<file path="config.mk">
export PLATFORM = sky130hd
export DESIGN_NAME = button_event_decoder_flat
export DESIGN_NICKNAME = d
export VERILOG_FILES = /design/src/rtl/button_event_decoder_pkg.sv /design/src/rtl/button_event_decoder_if.sv /design/src/rtl/button_event_decoder_edge_detect.sv /design/src/rtl/button_event_decoder.sv /design/src/flat_wrapper.sv
export SDC_FILE = /design/constraint.sdc
export NUM_CORES = 1
export LEC_CHECK = 0
export CORE_MARGIN = 4
export CORE_UTILIZATION = 60
export CTS_BUF_LIST = sky130_fd_sc_hd__clkbuf_16
export CTS_CLUSTER_SIZE = 25
export DETAILED_ROUTE_END_ITERATION = 16
export PLACE_DENSITY = 0.82
export SLEW_MARGIN = 20
export SYNTH_ARGS = -nofsm -noshare
export SYNTH_HDL_FRONTEND = slang
export SYNTH_HIERARCHICAL = 1
export SYNTH_SLANG_ARGS = --single-unit
</file>
<file path="constraint.sdc">
create_clock -name clk -period 3.6 [get_ports clk]
set_input_delay 0.72 -clock clk [delete_from_list [all_inputs] [get_ports clk]]
set_output_delay 0.72 -clock clk [all_outputs]
set_load 0.05 [all_outputs]
</file>
<file path="src/rtl/button_event_decoder_pkg.sv">
// ============================================================================
// Module : button_event_pkg
// Brief  : State encodings, default timing constants and timer sizing helper
//          shared by the button event decoder.
// Rev    : 1.0  initial release
// ============================================================================
`default_nettype none

package button_event_pkg;

   typedef enum logic [2:0] {
      ST_IDLE           = 3'd0,
      ST_PRESSED        = 3'd1,
      ST_LONG_HELD      = 3'd2,
      ST_WAIT_SECOND    = 3'd3,
      ST_SECOND_PRESSED = 3'd4
   } state_t;

   localparam int unsigned DEF_LONG_PRESS_CYCLES = 250000;
   localparam int unsigned DEF_DOUBLE_GAP_CYCLES = 100000;
   localparam int unsigned DEF_COUNT_WIDTH       = 8;

   // One shared timer serves both the long-press and the double-gap windows.
   function automatic int unsigned timer_width(input int unsigned a, input int unsigned b);
      int unsigned m;
      m = (a > b) ? a : b;
      return ($clog2(m) < 1) ? 1 : $clog2(m);
   endfunction

endpackage

`default_nettype wire

</file>
<file path="src/rtl/button_event_decoder_if.sv">
// ============================================================================
// Module : button_event_decoder_if
// Brief  : Button level in, event pulses / held level / press count out.
// Rev    : 1.0  initial release
// ============================================================================
`default_nettype none

interface button_event_decoder_if #(
   parameter int unsigned COUNT_WIDTH = 8
);
   logic                   debounced;
   logic                   short_pulse;
   logic                   long_pulse;
   logic                   double_pulse;
   logic                   held;
   logic [COUNT_WIDTH-1:0] press_count;

   modport master (
      output debounced,
      input  short_pulse, long_pulse, double_pulse, held, press_count
   );

   modport slave (
      input  debounced,
      output short_pulse, long_pulse, double_pulse, held, press_count
   );
endinterface

`default_nettype wire

</file>
<file path="src/rtl/button_event_decoder_edge_detect.sv">
// ============================================================================
// Module : edge_detect
// Brief  : Rise/fall detector; history resets high so a level held through
//          reset never reads as a press.
// Rev    : 1.0  initial release
// ============================================================================
`default_nettype none

module edge_detect (
   input  wire logic clk,
   input  wire logic rst,
   input  wire logic level,
   output logic      rise,
   output logic      fall
);
   logic r_prev;

   always_ff @(posedge clk) begin
      if (rst) r_prev <= 1'b1;
      else     r_prev <= level;
   end

   assign rise = level & ~r_prev;
   assign fall = ~level & r_prev;
endmodule

`default_nettype wire

</file>
<file path="src/rtl/button_event_decoder.sv">
// ============================================================================
// Module : button_event_decoder
// Brief  : Classifies debounced presses as short, long or double; emits
//          registered one-cycle pulses, a held level and a press count.
// Rev    : 1.0  initial release
// ============================================================================
`default_nettype none

module button_event_decoder
   import button_event_pkg::*;
#(
   parameter int unsigned LONG_PRESS_CYCLES = DEF_LONG_PRESS_CYCLES,
   parameter int unsigned DOUBLE_GAP_CYCLES = DEF_DOUBLE_GAP_CYCLES,
   parameter int unsigned COUNT_WIDTH       = DEF_COUNT_WIDTH
) (
   input wire logic              clk,
   input wire logic              rst,
   button_event_decoder_if.slave bus
);
   localparam int unsigned   TW          = timer_width(LONG_PRESS_CYCLES, DOUBLE_GAP_CYCLES);
   localparam logic [TW-1:0] C_LONG_LAST = TW'(LONG_PRESS_CYCLES - 1);
   localparam logic [TW-1:0] C_GAP_LAST  = TW'(DOUBLE_GAP_CYCLES - 1);

   state_t                 r_state,  w_state_nxt;
   logic [TW-1:0]          r_timer,  w_timer_nxt;
   logic [COUNT_WIDTH-1:0] r_count,  w_count_nxt;
   logic                   r_short,  w_short_nxt;
   logic                   r_long,   w_long_nxt;
   logic                   r_double, w_double_nxt;
   logic                   r_held,   w_held_nxt;
   logic                   w_rise,   w_fall;

   edge_detect u_edge_detect (
      .clk   (clk),
      .rst   (rst),
      .level (bus.debounced),
      .rise  (w_rise),
      .fall  (w_fall)
   );

   always_ff @(posedge clk) begin
      if (rst) begin
         r_state  <= ST_IDLE;
         r_timer  <= '0;
         r_count  <= '0;
         r_short  <= 1'b0;
         r_long   <= 1'b0;
         r_double <= 1'b0;
         r_held   <= 1'b0;
      end else begin
         r_state  <= w_state_nxt;
         r_timer  <= w_timer_nxt;
         r_count  <= w_count_nxt;
         r_short  <= w_short_nxt;
         r_long   <= w_long_nxt;
         r_double <= w_double_nxt;
         r_held   <= w_held_nxt;
      end
   end

   // In the pressed states the previous level is always high, so a fall
   // is exactly the first low sample.
   always_comb begin
      w_state_nxt  = r_state;
      w_timer_nxt  = r_timer;
      w_count_nxt  = r_count;
      w_short_nxt  = 1'b0;
      w_long_nxt   = 1'b0;
      w_double_nxt = 1'b0;
      case (r_state)
         ST_IDLE: begin
            if (w_rise) begin
               w_state_nxt = ST_PRESSED;
               w_timer_nxt = '0;
               w_count_nxt = r_count + COUNT_WIDTH'(1);
            end
         end
         ST_PRESSED: begin
            if (w_fall) begin
               w_state_nxt = ST_WAIT_SECOND;
               w_timer_nxt = '0;
            end else if (r_timer == C_LONG_LAST) begin
               w_long_nxt  = 1'b1;
               w_state_nxt = ST_LONG_HELD;
            end else begin
               w_timer_nxt = r_timer + TW'(1);
            end
         end
         ST_LONG_HELD: begin
            if (w_fall) w_state_nxt = ST_IDLE;
         end
         ST_WAIT_SECOND: begin
            if (w_rise) begin
               w_state_nxt = ST_SECOND_PRESSED;
               w_count_nxt = r_count + COUNT_WIDTH'(1);
            end else if (r_timer == C_GAP_LAST) begin
               w_short_nxt = 1'b1;
               w_state_nxt = ST_IDLE;
            end else begin
               w_timer_nxt = r_timer + TW'(1);
            end
         end
         ST_SECOND_PRESSED: begin
            if (w_fall) begin
               w_double_nxt = 1'b1;
               w_state_nxt  = ST_IDLE;
            end
         end
         default: begin
            w_state_nxt = ST_IDLE;
            w_timer_nxt = '0;
         end
      endcase
      w_held_nxt = (w_state_nxt == ST_LONG_HELD);
   end

   assign bus.short_pulse  = r_short;
   assign bus.long_pulse   = r_long;
   assign bus.double_pulse = r_double;
   assign bus.held         = r_held;
   assign bus.press_count  = r_count;
endmodule

`default_nettype wire

</file>
<file path="src/flat_wrapper.sv">
// flat-port wrapper written by rule: the top's interface ports become plain ports
module button_event_decoder_flat import button_event_pkg::*;
#(
   parameter int unsigned LONG_PRESS_CYCLES = DEF_LONG_PRESS_CYCLES,
   parameter int unsigned DOUBLE_GAP_CYCLES = DEF_DOUBLE_GAP_CYCLES,
   parameter int unsigned COUNT_WIDTH       = DEF_COUNT_WIDTH
)
  (clk, rst, bus_debounced, bus_short_pulse, bus_long_pulse, bus_double_pulse, bus_held, bus_press_count);
  button_event_decoder_if #(.COUNT_WIDTH(COUNT_WIDTH)) bus_i ();
  input wire logic clk;
  input wire logic rst;
  input wire logic [$bits(bus_i.debounced)-1:0] bus_debounced;
  output wire logic [$bits(bus_i.short_pulse)-1:0] bus_short_pulse;
  output wire logic [$bits(bus_i.long_pulse)-1:0] bus_long_pulse;
  output wire logic [$bits(bus_i.double_pulse)-1:0] bus_double_pulse;
  output wire logic [$bits(bus_i.held)-1:0] bus_held;
  output wire logic [$bits(bus_i.press_count)-1:0] bus_press_count;
  assign bus_i.debounced = bus_debounced;
  assign bus_short_pulse = bus_i.short_pulse;
  assign bus_long_pulse = bus_i.long_pulse;
  assign bus_double_pulse = bus_i.double_pulse;
  assign bus_held = bus_i.held;
  assign bus_press_count = bus_i.press_count;
  button_event_decoder #(.LONG_PRESS_CYCLES(LONG_PRESS_CYCLES), .DOUBLE_GAP_CYCLES(DOUBLE_GAP_CYCLES), .COUNT_WIDTH(COUNT_WIDTH)) u_core (.clk(clk), .rst(rst), .bus(bus_i));
endmodule
</file>
# [Word-level counts from Yosys, hierarchy flattened]
# Cells that the tools add are included.
[word_totals] register_bits=34 input_bits=3 output_inout_bits=12
[classes] add_sub_neg=2 n_eq_ne=11 muxes=16 n_bitwise=8 n_reduce_logical=8
[op_table] cell="18-bit 2-to-1 mux" n=5
[op_table] cell="18-bit one-hot mux with 4 select lines" n=1
[op_table] cell="18-bit by 1-bit adder with 18-bit output, second input constant" n=1
[op_table] cell="18-bit by 17-bit equality test with 1-bit output, second input constant" n=1
[op_table] cell="18-bit equality test, second input constant" n=1
[op_table] cell="3-bit 2-to-1 mux" n=6
[op_table] cell="3-bit one-hot mux with 4 select lines" n=1
[op_table] cell="3-bit by 2-bit equality test with 1-bit output, second input constant" n=3
[op_table] cell="8-bit by 1-bit adder with 8-bit output, second input constant" n=1
[op_table] cell="2-bit != test, second input constant" n=3
[op_table] cell="1-bit inverter" n=6
[op_table] cell="2-bit OR reduction" n=3
[op_table] cell="3-bit OR reduction" n=2
[op_table] cell="5-bit AND reduction" n=1
[op_table] cell="3-bit by 1-bit equality test with 1-bit output, second input constant" n=1
[op_table] cell="3-bit equality test, second input constant" n=1
[op_table] cell="3-bit zero test" n=1
[op_table] cell="1-bit 2-to-1 mux" n=3
[op_table] cell="3-bit != test, second input constant" n=1
[op_table] cell="1-bit AND" n=2
[op_table] cell="2-bit AND reduction" n=1

# [Logic depth before layout (Yosys ltp)]
# Gate-level depths: netlist of the first run.
[depth] word_depth=5 depth_mapped=8 ltp_nobuf=7

# [By module]
# The synthesis of the first run kept the hierarchy.
[by_module_without_submodules] mod="button_event_decoder" instances=1 cells_each=206 area_each_um2=1705.4
[by_module_without_submodules] mod="edge_detect" instances=1 cells_each=4 area_each_um2=40.0

# [Least setup slack after synthesis of the first run]
# OpenSTA, ideal clock, no wires.
[synth_path] path_kind="input -> register" from="input port bus_debounced" to="register u_core.r_timer[2]" setup_time_ps=117 t_arrival_ps=2038 required_time_ps=3483 setup_slack_ps=1444 path_stages=6 path_cell_list="nor2b_1 nand2b_1 a21oi_1 o21a_1 o21ai_0 a32o_1"
[synth_between] elab_chain_len=4 elab_cells_between_ends=9 cone_classes="eq/ne: 3; mux: 2; bitwise: 3; reduce/logical: 1"
[synth_rtl] element="from (decl)" line="flat_wrapper.sv:12" rtl="input wire logic [$bits(bus_i.debounced)-1:0] bus_debounced;"
[synth_rtl] element="1-bit inverter" line="button_event_decoder_edge_detect.sv:24" rtl="assign fall = ~level & r_prev;"
[synth_rtl] element="1-bit AND" line="button_event_decoder_edge_detect.sv:24"
[synth_rtl] element="3-bit != test (no source line) / 18-bit 2-to-1 mux (equally long branches)"
[synth_rtl] element="5-bit AND reduction (no source line) / 18-bit one-hot mux with 4 select lines (equally long branches)"
[synth_rtl] element="to (signal assigned)" line="button_event_decoder.sv:52" rtl="r_timer <= w_timer_nxt;"
[synth_rtl] element="to (decl)" line="button_event_decoder.sv:25" rtl="logic [TW-1:0] r_timer, w_timer_nxt;"
# Several ways; a longest one is shown, not always the timed one.
# A chain may end at the register's enable or synchronous reset.

# [Worst setup path in the final report of the first run]
[layout_path] from="input port bus_debounced" to="register u_core.r_timer[15]"
[layout_between] elab_cells_between_ends=9 cone_classes="eq/ne: 3; mux: 2; bitwise: 3; reduce/logical: 1"
[layout_lines] element="1-bit AND (*)" line="button_event_decoder_edge_detect.sv:23" rtl="assign rise = level & ~r_prev;"
[layout_lines] element="named net u_core.w_rise" line="button_event_decoder.sv:31" rtl="logic w_rise, w_fall;"
[layout_lines] element="2-bit != test (no source line)"
[layout_lines] element="5-bit AND reduction (no source line) (*)"
# The timed path passes the listed nets; every way through them passes the cells marked *.

==> results, run 1 <==
- The flow ran to the end, and the final reports show no timing, DRC or antenna violations.
- The HPWL reported at the end of detailed placement is 2820 µm.
- The tightest hold margin is 0.504 ns.
- The boundary pin count is 15.
- The count of hold buffers inserted by post-cts repair is 0.
- The number of global-route vias before repair is 1595.
- The floorplan step set the die width to 61.9 µm.
- The multi-input combinational cells in the finished layout cover a total of 1030 µm².
- Setup repair after global routing left no endpoint under its margin.
- The height of the die is 61.9 µm.
- Walking the worst path, the cells encountered are clkdlybuf4s50_1 > nor2b_1 > nand2b_1 > a21oi_1 > o21a_1 > nand3_2 > o31ai_1.
- The path category of the worst min-delay check is register to register.
- Ranked by total cell area, the synthesized netlist is headed by dfxtp_1 39%, nand2_1 4.9%, nor2_1 4.3%, a21oi_1 3.4%, and3_1 2.9%.
- The max-slew violation count came to 0.
- The total power after layout is 870 µW.
- The total of buffers placed on input and output ports is 14.
- The total setup violations reported at the end of the flow is 0.
- The total overflow left after global routing is 0.
- The first-pass detailed-route iteration total is 5.
- The required time at the worst-slack endpoint is 3.77 ns.
- Entering global routing, the biggest net connects 21 pins.
- Of the cells placed in the final design, the portion with a size suffix greater than 1 is 0.0705.
- The most frequently used cell type in the post-synthesis netlist is dfxtp_1.
- The synthesized design contains 34 register bits.
- For the pin with the worst max-slew slack, the measured transition is 0.755 ns.
- The mean area per synthesized cell is 8.31 µm².
- The final routed wire length divided by cell count is 16.0 µm.
- The number of core rows is 19.
- Counting both buffers and inverters, the worst setup path holds a total of 1.
- In the final layout, flip-flops and latches occupy 681 µm².
- By count the netlist is led by 34 x dfxtp_1, 23 x nand2_1, 20 x nor2_1, 12 x a21oi_1, 10 x nand3_1.
- The post-CTS setup repair buffer count is 0.
- Clock tree synthesis inserted a total of 5 buffers.
- The leakage dissipation is 0.000719 µW.
- After clock tree synthesis, the clock-pin slew on the worst setup and hold paths is 0.05 ns.
- VDD sags by at most 0.440 mV.
- In this run the clock root is driven by a clkbuf_16.
- The post-synthesis cell count is 210.
- The starting utilization of the core area is 0.633.
- The signed area change from the synthesized netlist to the final layout is 17.3%.
- The synthesized netlist contains 49 unique library cells.
- The number of warnings printed during yosys synthesis is 6.
- The number of H-tree levels is 2.
- On the worst path, the slowest cell contributes a delay of 0.50 ns.
- Of the post-synthesis cell area, the dominant cell type holds 0.390.
- STA puts the critical path data arrival time at 2.92 ns.
- STA classifies the critical path endpoint as a register.
- Fill cells in the final layout number 215.
- The die covers 3840 µm².
- The clock reaches the later pin of the worst-skew pair after 0.28 ns.
- The max-cap violation count is 0.
- The via count of the routed design is 1661.
- The global routing usage summed across all routing layers is 0.253.
- The largest area contributor in the synthesized netlist is dfxtp_1.
- In this run, the number of DRC markers left after iteration 0 of detailed routing was 116.
- The last weighted congestion value of the routability-driven placer is 0.936.
- The power density normalized to cell area is 425 nW/µm².
- Yosys mapped a number of flops with a built-in enable equal to 0.
- Of all flip-flops after synthesis, the portion carrying an async set or reset was 0.
- The setup TNS is 0 ns.
- The number of antenna violations at the first check in global routing was 0.
- The class of the most critical setup path is primary input to register.
- The count of unresolved DRC violations after routing is 0.
- Timing would allow up to 364 MHz.
- In the finished design, the share of the clock period the worst path needs comes to 0.764.
- The repair_antennas step left the layout with diodes totalling 0.
- On the final layout, the worst clock skew is 0.00461 ns.
- The worst pin sits at a relative slew slack of 0.493.
- The synthesized netlist occupies a cell area of 1750 µm².
- TritonCTS built the clock tree.
- The wire length of the first global-routing pass is 7110 µm.
- After the last flow step, the layout net total stands at 231.
- The post-synthesis sequential area ratio is 0.390.
- The total area inside the core boundary comes to 2760 µm².
- The final wirelength is 4120 µm.
- Counting every net in the synthesized netlist gives 215.
- The sort of element at the start of the critical path is a primary input.
- The count of nets left with antenna violations after detail routing is 0.
- The critical-path cell with the highest stage delay is clkdlybuf4s50_1.
- The total of cells resized after clock tree synthesis is 0.
- The biggest fanout along the worst timing path is 6.
- The category of cells accounting for the largest share of critical-path delay is compound AO/OA/AOI/OAI gates.
- The shortest clock period the worst path allows after layout is 2.75 ns.
- The buffer levels on the longest clock path is 2.
- The total count of hold-check failures in the final report is 0.
- The number of clock sinks seen by CTS is 34.
- Among all flip-flop cells after synthesis, the most frequent one is dfxtp_1.
- In the routed layout, each cell is associated on average with a via count of 6.44.
## registers in the layout, summed over array words and instances, names as in the netlist
register	cells
u_core/r_timer	18
u_core/bus.double_pulse	1
u_core/r_state	3
u_core/bus.held	1
u_core/u_edge_detect/r_prev	1
u_core/bus.short_pulse	1
u_core/bus.long_pulse	1
u_core/bus.press_count	8
## path summary, 6_finish.rpt
check        cells after the start                           start  slack (ns)                         endpoint
min reg2reg                      2  u_core/r_timer[1]$_SDFFE_PP0P_        0.50   u_core/r_timer[1]$_SDFFE_PP0P_
min                              2  u_core/r_timer[1]$_SDFFE_PP0P_        0.50   u_core/r_timer[1]$_SDFFE_PP0P_
max reg2reg                      7  u_core/r_timer[0]$_SDFFE_PP0P_        1.35  u_core/r_timer[11]$_SDFFE_PP0P_
max                              7                   bus_debounced        0.85  u_core/r_timer[15]$_SDFFE_PP0P_
## layout make-up
class | count | share of cell area
Inverter | 2 | 0.00367
Multi-Input combinational cell | 167 | 0.502
Clock buffer | 5 | 0.0611
Clock inverter | 3 | 0.00611
Timing Repair Buffer | 16 | 0.0757
Sequential cell | 34 | 0.332
Tap cell | 31 | 0.0189
## logic make-up (layout without fill, tap and decap cells)
logic type | count (synthesis) | after routing | synth area share
fa+ha+maj | 2 | 2 | 0.0143
buf+inv | 9 | 26 | 0.0208
simple gates | 109 | 109 | 0.342
flops | 34 | 34 | 0.390
compound gates | 48 | 48 | 0.192
mux | 1 | 1 | 0.00573
xor+xnor | 7 | 7 | 0.0351
## cell usage in the layout (no fill, tap or decap), types with 2 or more instances in the layout
master / instances
nand3_1: 10
o21a_1: 3
ha_1: 2
o211ai_1: 3
dfxtp_1: 34
or3_1: 2
o2bb2ai_1: 3
nor2b_1: 3
nor3b_1: 2
nor4_1: 7
clkbuf_16: 5
o31ai_1: 3
a32oi_1: 3
o21ai_0: 5
a21oi_1: 12
or2_1: 2
nor2_1: 20
inv_1: 3
nand2b_1: 6
buf_4: 2
a32o_1: 4
xor2_1: 5
clkdlybuf4s50_1: 14
xnor2_1: 2
nand4_1: 6
and3_1: 8
nor3_1: 6
o22ai_1: 2
o21ai_1: 4
nor2_2: 2
nand2_1: 23
## metrics by stage
step / cells / worst slack, ns / utilization / instance area [µm²]
4_1_cts: 258 / 0.886 / 0.743 / 2050
5_1_grt: 258 / 0.639 / 0.743 / 2050
6_report: 258 / 0.850 / 0.743 / 2050
2_1_floorplan: 210 / 1.44 / - / 1750
3_3_place_gp: 250 / 0.781 / 0.693 / 1910
3_5_place_dp: 250 / 0.644 / 0.693 / 1910
## where the power goes
part / internal (µW) / switching, µW / total (µW)
clock network: 250 / 150 / 399
logic: 27.3 / 58.2 / 85.5
registers: 380 / 5.50 / 386
total: 657 / 213 / 870
## tightest hold or removal path, stage by stage, from the launching register on
cell and delay (ns):
dfxtp_1 0.33, nand2_1 0.07, a21oi_1 0.05
## per-layer routing
layer  part of all wire  wire length (µm)  track usage
met1               0.43              1780        0.316
met2               0.48              1990        0.392
met3              0.065               267       0.0764
met4              0.020                82        0.130
met5                  0                 0            0
Power figures use the tool's default switching activity.
==> run 2: changes to the inputs <==
--- a/config.mk
+++ b/config.mk
@@ -6,11 +6,11 @@
 export NUM_CORES = 1
 export LEC_CHECK = 0
 export CORE_MARGIN = 4
-export CORE_UTILIZATION = 60
+export CORE_UTILIZATION = 51
 export CTS_BUF_LIST = sky130_fd_sc_hd__clkbuf_16
 export CTS_CLUSTER_SIZE = 25
 export DETAILED_ROUTE_END_ITERATION = 16
-export PLACE_DENSITY = 0.82
+export PLACE_DENSITY = 0.75
 export SLEW_MARGIN = 20
 export SYNTH_ARGS = -nofsm -noshare
 export SYNTH_HDL_FRONTEND = slang
==> constraint.sdc (replaced) <==
create_clock -name clk -period 2.4 [get_ports clk]
set_input_delay 0.48 -clock clk [delete_from_list [all_inputs] [get_ports clk]]
set_output_delay 0.48 -clock clk [all_outputs]
set_load 0.05 [all_outputs]
==> run 2 against run 1 <==
Critical path depth unchanged. Sequential power rose by 50%. Register-to-register slack got worse by 1.1 ns. Via count up 1.4%. Clock power increased by 110%. Sequential cell count unchanged. Sequential share of layout area shrank 2.1 points. First-iteration DRC count is 66% higher. Setup slack worse by 0.64 ns. Hold slack got worse by 0.0036 ns. Global-route usage is 2.5 points lower. Largest cell class unchanged. Largest power group unchanged.
==> results, run 2 (synthesis gave the netlist of run 1 again) <==
- At the worst endpoint, the arrival time is 2.41 ns.
- Counting cells, the worst reg-to-reg path comes to 7.
- On the critical path, the stage with the largest delay is an instance of or4b_4.
- The first global-routing pass estimated 7760 µm of wire.
- For this run, the slowest stage of the critical path takes 0.51 ns.
- The post-CTS setup repair buffer count is 0.
- Entering global routing, the biggest net connects 18 pins.
- The total count of hold-check failures in the final report is 0.
- The final net count is 240.
- No sink is reached through more buffers than the 2 on the longest clock path.
- The run finished with clean final reports.
- The via count of the routed design is 1684.
- The flip-flop count of the largest register, all copies and words added is 18.
- STA classifies the critical path startpoint as a register.
- The tightest min-delay check is of the register to register type.
- Among the stages of the critical path, the cell type that occurs most often is o21a_1.
- The final critical-path share of the clock period is 0.913.
- Setup repair after global routing left no endpoint under its margin.
- Once layout is complete, the utilization of the core stands at 0.694.
- The number of core rows is 20.
- From bottom edge to top edge, the die measures 66.5 µm.
- Walking the worst path, the cells encountered are or4b_4 > nor3_4 > nand4_1 > o21a_1 > buf_4 > o21ai_1 > o21a_1.
- The analysis attributes to cell leakage a power of 0.000785 µW.
- At the end of routability-driven placement, the weighted congestion stood at 0.925.
- Timing would allow up to 457 MHz.
- The count of nets left with antenna violations after detail routing is 0.
- The slew of the pin with the lowest slew margin is 0.701 ns.
- Setup violations remaining at the end of the flow were counted as 0.
- The die outline area is 4420 µm².
- The clock insertion delay at the later pin of the skew report is 0.28 ns.
- Of the total power, the clock network draws 0.538.
- The final wirelength is 4360 µm.
- During I/O placement, the number of pins put on the boundary was 15.
- The final routed wire length divided by cell count is 15.6 µm.
- The area inside the core boundary is 3150 µm².
- The count of unresolved DRC violations after routing is 0.
- After routing, the total negative slack on setup checks comes to 0 ns.
- The worst path in the final design needs a cycle of 2.19 ns, including I/O delays and setup.
- The total of buffers placed on input and output ports is 14.
- The worst setup path is of the register to register kind.
- The sequential cell fraction of total power is 0.370.
- The area growth from synthesis to layout is 25.4%.
- The final clock skew is 0.00280 ns.
- The power density normalized to cell area is 713 nW/µm².
- After clock tree synthesis, the clock-pin slew on the worst setup and hold paths is 0.06 ns.
- The global routing usage summed across all routing layers is 0.227.
- The largest register by flop count is u_core/r_timer.
- The tightest hold margin is 0.500 ns.
- The detailed router finished its first iteration with 192 violations.
- Across the VDD grid, the largest voltage drop is 0.484 mV.
- The number of global-route vias before repair is 1690.
- The first-pass detailed-route iteration total is 4.
- For this configuration, the core starts out at a cell density of 0.554.
- Internal power comes to 1220 µW.
- The HPWL reported at the end of detailed placement is 3090 µm.
- The worst pin sits at a relative slew slack of 0.529.
- The count of hold buffers inserted by post-cts repair is 0.
- The width of the die is 66.5 µm.
- The H-tree was split into 2 levels.
- The number of CTS-inserted buffers is 5.
- The via-per-instance ratio is 6.01.
- The share of total power dissipated in combinational logic is 0.092.
- In the layout the commonest cells are 34 x dfxtp_1, 23 x nand2_1, 20 x nor2_1, 14 x clkdlybuf4s50_1, 12 x a21oi_1.
- The total congestion overflow is 0.
- In this run the power spent charging and discharging nets is 342 µW.
- The ratio of cells with drive above 1 in the final layout is 0.114.
- The repair_antennas step left the layout with diodes totalling 0.
- The max-slew violation count was 0.
- The most common cell after layout, fill and taps aside is dfxtp_1.
- STA classifies the critical path endpoint as a register.
- Along the worst path, the maximum fanout reaches 7.
- Along the worst hold path, the cell count comes to 2.
- The required time at the worst-slack endpoint is 2.62 ns.
- After clock tree synthesis, the repair step resized 0 gates.
- The number of antenna violations at the first check in global routing is 0.
- The tool flagged a number of max-cap violations equal to 0.
- The cell sitting at the root of the clock tree is a clkbuf_16.
- After layout, the design draws a total of 1560 µW.
- The CTS tree is done.
- Of the total power, the share spent switching nets is 0.219.
- The number of clock sinks seen by CTS is 34.
==> run 2: worst max-delay path: cells and delay by family (launching register included) <==
kind / cells / cell delay, ns
buf+inv: 1 / 0.17
flops: 1 / 0.42
simple gates: 3 / 1.03
compound gates: 3 / 0.52
==> run 2: cell type report <==
class	instances	area (µm²)
sequential	34	681
fill	253	965
clock inverter	3	68.8
clock buffer	5	125
multi-input combinational	167	1030
timing repair buffer	25	223
tap	44	55.1
inverter	2	7.51
==> run 2: final timing paths <==
| kind | slack (ns) | start | endpoint |
|---|---|---|---|
| setup / recovery | 0.21 | u_core/r_timer[7]$_SDFFE_PP0P_ | u_core/r_timer[5]$_SDFFE_PP0P_ |
| hold / removal | 0.50 | u_core/r_timer[0]$_SDFFE_PP0P_ | u_core/r_timer[0]$_SDFFE_PP0P_ |
| setup reg to reg | 0.21 | u_core/r_timer[7]$_SDFFE_PP0P_ | u_core/r_timer[5]$_SDFFE_PP0P_ |
| hold reg to reg | 0.50 | u_core/r_timer[0]$_SDFFE_PP0P_ | u_core/r_timer[0]$_SDFFE_PP0P_ |
==> run 2: routing by layer <==
metal  vias to the layer above  wire, µm  GRT usage
li1                        829         -          -
met1                       803      2020      0.291
met2                        44      2060      0.363
met3                         8       206     0.0590
met4                         0        70     0.0888
met5                         -         0          0
==> run 2: through the flow <==
| stage | setup slack [ns] | std cells | instance area, µm² |
|---|---|---|---|
| 6_report | 0.209 | 280 | 2190 |
| 5_1_grt | 0.0815 | 280 | 2190 |
| 4_1_cts | 0.223 | 280 | 2190 |
| 3_5_place_dp | 0.00568 | 272 | 1990 |
| 3_3_place_gp | 0.0813 | 272 | 1990 |
| 2_1_floorplan | 0.484 | 210 | 1750 |
==> run 2: power groups by stage <==
stage / registers (µW) / clock network, µW / logic, µW
after floorplan: 590 / 0 / 92.7
after global placement: 589 / 0 / 136
after detailed placement: 590 / 0 / 140
after CTS: 578 / 851 / 142
after global routing: 579 / 881 / 157
final: 578 / 838 / 143
==> run 3: changes to the inputs <==
--- a/config.mk
+++ b/config.mk
@@ -5,12 +5,12 @@
 export SDC_FILE = /design/constraint.sdc
 export NUM_CORES = 1
 export LEC_CHECK = 0
-export CORE_MARGIN = 4
-export CORE_UTILIZATION = 51
-export CTS_BUF_LIST = sky130_fd_sc_hd__clkbuf_16
+export CORE_MARGIN = 1.5
+export CORE_UTILIZATION = 53
+export CTS_BUF_LIST = sky130_fd_sc_hd__clkbuf_2 sky130_fd_sc_hd__clkbuf_4 sky130_fd_sc_hd__clkbuf_8
 export CTS_CLUSTER_SIZE = 25
 export DETAILED_ROUTE_END_ITERATION = 16
-export PLACE_DENSITY = 0.75
+export PLACE_DENSITY = 0.77
 export SLEW_MARGIN = 20
 export SYNTH_ARGS = -nofsm -noshare
 export SYNTH_HDL_FRONTEND = slang
==> run 3 against run 2 <==
Sequential share of layout area grew 1.7 points. Combinational power is essentially flat. Critical path depth shrank 1. Cell count shrank 0.36%. Largest cell class unchanged.
==> results, run 3 (synthesis gave the netlist of run 1 again) <==
- The run finished with clean final reports.
- The total overflow left after global routing is 0.
- The global routing usage summed across all routing layers is 0.266.
- Input and output buffers added on the ports amount to 14.
- The shortest clock period the worst path allows after layout is 2.17 ns.
- The first global-routing pass estimated 7210 µm of wire.
- The slew of the pin with the lowest slew margin is 0.753 ns.
- The placement-stage cell area is 1990 µm².
- Dividing the final minimum period by the clock period gives 0.905.
- The final clock skew is 0.0165 ns.
- The post-layout utilization of the core is 0.669.
- Leaving out fill and tap cells, the most frequent cell in the layout is dfxtp_1.
- The final routed wire length divided by cell count is 15.4 µm.
- In this run the horizontal extent of the chip is 60.4 µm.
- In the final design database the tool counted 240 nets.
- The longest individual stage delay on the worst path is 0.56 ns.
- After filler insertion, the fill cell instance count of the layout stands at 286.
- At the worst endpoint, the arrival time is 2.41 ns.
- The total count of hold-check failures in the final report was 0.
- The worst setup path is of the register to register kind.
- IR analysis of the VDD net gives a maximum drop of 0.358 mV.
- The last weighted congestion value of the routability-driven placer is 0.921.
- The CTS tree is done.
- The count of hold buffers inserted by post-cts repair is 0.
- The final wirelength is 4280 µm.
- The path category of the worst min-delay check is register to register.
- The achievable frequency is 460 MHz.
- From bottom edge to top edge, the die measures 60.4 µm.
- Dividing total power by cell area gives a power density of 558 nW/µm².
- The buffer levels on the longest clock path is 2.
- The design draws 1160 µW.
- The nature of the critical path endpoint is a register.
- The number of violations reported at the end of detailed-routing iteration 0 is 165.
- The total of cells resized after clock tree synthesis is 0.
- In the routed design, unresolved DRC markers number 0.
- The setup TNS is 0 ns.
- On the critical path the largest part of the delay comes from simple AND/OR/NAND/NOR gates.
- The number of core rows is 20.
- Clock latency on the worst-skew pair, taken at its later pin, is 0.35 ns.
- The number of H-tree levels is 2.
- The number of antenna violations at the first check in global routing is 0.
- The cell sitting at the root of the clock tree is a clkbuf_4.
- The boundary pin count is 15.
- The power share of the combinational group is 0.123.
- The largest net degree at the start of global routing is 17.
- The first-pass detailed-route iteration total is 4.
- At the worst endpoint, the required time is 2.64 ns.
- The die covers 3650 µm².
- Clock-pin slew was measured on the worst setup and hold paths at 0.11 ns.
- The relative max-transition margin is 0.495.
- The sort of element at the start of the critical path is a register.
- Internal power comes to 863 µW.
- The fraction of power consumed by the clock network is 0.379.
- The critical path contains buffers and inverters numbering 0 combined.
- The share of total power dissipated in sequential elements is 0.499.
- The leakage dissipation is 0.000735 µW.
- The count of nets left with antenna violations after detail routing is 0.
- The library cells used most frequently in the layout, excluding fill and tap cells, are 34 x dfxtp_1, 23 x nand2_1, 20 x nor2_1, 14 x clkdlybuf4s50_1, 12 x a21oi_1.
- Using the TritonRoute via totals, the vias-per-cell ratio works out to 6.31.
- For this design the total switching power over the nets is 295 µW.
- Setup repair after global routing left no endpoint under its margin.
- In this run, CTS created clock tree buffers numbering 5.
- The ratio of cells with drive above 1 in the final layout is 0.111.
- The critical path goes through or4b_4 > nor3_4 > a21oi_2 > o21ai_4 > nor2_2 > a32o_1.
- The wire-length estimate of the detail-placed layout is 3120 µm.
- Of the total power, the share spent switching nets is 0.255.
- The number of global-route vias before repair came to 1648.
- The max-cap violation count is 0.
- The total setup violations reported at the end of the flow is 0.
- The via count of the routed design is 1761.
- The biggest fanout along the worst timing path is 8.
- The largest register by flop count is u_core/r_timer.
- The signed area change from the synthesized netlist to the final layout is 18.9%.
- The max-slew violation count is 0.
- The number of clock sinks seen by CTS is 34.
- Once the clock tree was built, the setup fixing pass inserted 0 buffers.
- The flip-flop count of the largest register, all copies and words added is 18.
- The finished cells cover 2080 µm².
- The antenna diode instance count is 0.
- The starting utilization of the core area is 0.563.
- The area inside the core boundary is 3100 µm².
- The critical-path cell with the highest stage delay is or4b_4.
==> run 3: worst paths after layout <==
kind                                  startpoint                        endpoint  slack, ns  cells past startpoint
setup / recovery  u_core/r_timer[8]$_SDFFE_PP0P_  u_core/r_timer[2]$_SDFFE_PP0P_       0.23                      6
setup reg to reg  u_core/r_timer[8]$_SDFFE_PP0P_  u_core/r_timer[2]$_SDFFE_PP0P_       0.23                      6
hold / removal    u_core/r_timer[1]$_SDFFE_PP0P_  u_core/r_timer[1]$_SDFFE_PP0P_       0.52                      2
hold reg to reg   u_core/r_timer[1]$_SDFFE_PP0P_  u_core/r_timer[1]$_SDFFE_PP0P_       0.52                      2
==> run 3: routing by layer <==
metal  part of all wire  wire length (µm)  track usage  vias to the layer above
li1                   -                 -            -                      829
met1               0.44              1870        0.336                      855
met2               0.48              2070        0.418                       63
met3              0.062               266       0.0618                       14
met4              0.017                74        0.152                        0
met5                  0                 0            0                        -
==> run 3: through the flow <==
step | cells | hold slack [ns] | worst slack, ns
after floorplan | 210 | 0.462 | 0.484
after global placement | 272 | 0.478 | 0.00296
after detailed placement | 272 | 0.506 | -0.0742
after CTS | 279 | 0.520 | 0.254
after global routing | 279 | 0.545 | 0.0967
final | 279 | 0.524 | 0.228
==> run 3: cell type report <==
| class | count | area (µm²) | area share |
|---|---|---|---|
| flip-flops and latches | 34 | 681 | 0.328 |
| inverters | 2 | 7.51 | 0.00362 |
| clock buffers | 6 | 51.3 | 0.0247 |
| clock inverters | 1 | 30.0 | 0.0145 |
| well taps | 44 | 55.1 | 0.0265 |
| repair buffers | 25 | 223 | 0.107 |
| multi-input cells | 167 | 1030 | 0.495 |
==> run 3: worst register-to-register path, delay by kind of cell (launching register included) <==
family,cells,cell delay (ns)
AO/OA/AOI/OAI,3,0.70
flip-flops,1,0.37
AND/OR/NAND/NOR,3,0.99
==> run 3: power groups by stage <==
stage / Clock [µW] / Sequential (µW) / Combinational, µW
after global placement: 0 / 589 / 136
after detailed placement: 0 / 590 / 139
after global routing: 467 / 578 / 157
final: 438 / 577 / 142
after CTS: 447 / 577 / 140
after floorplan: 0 / 590 / 92.7
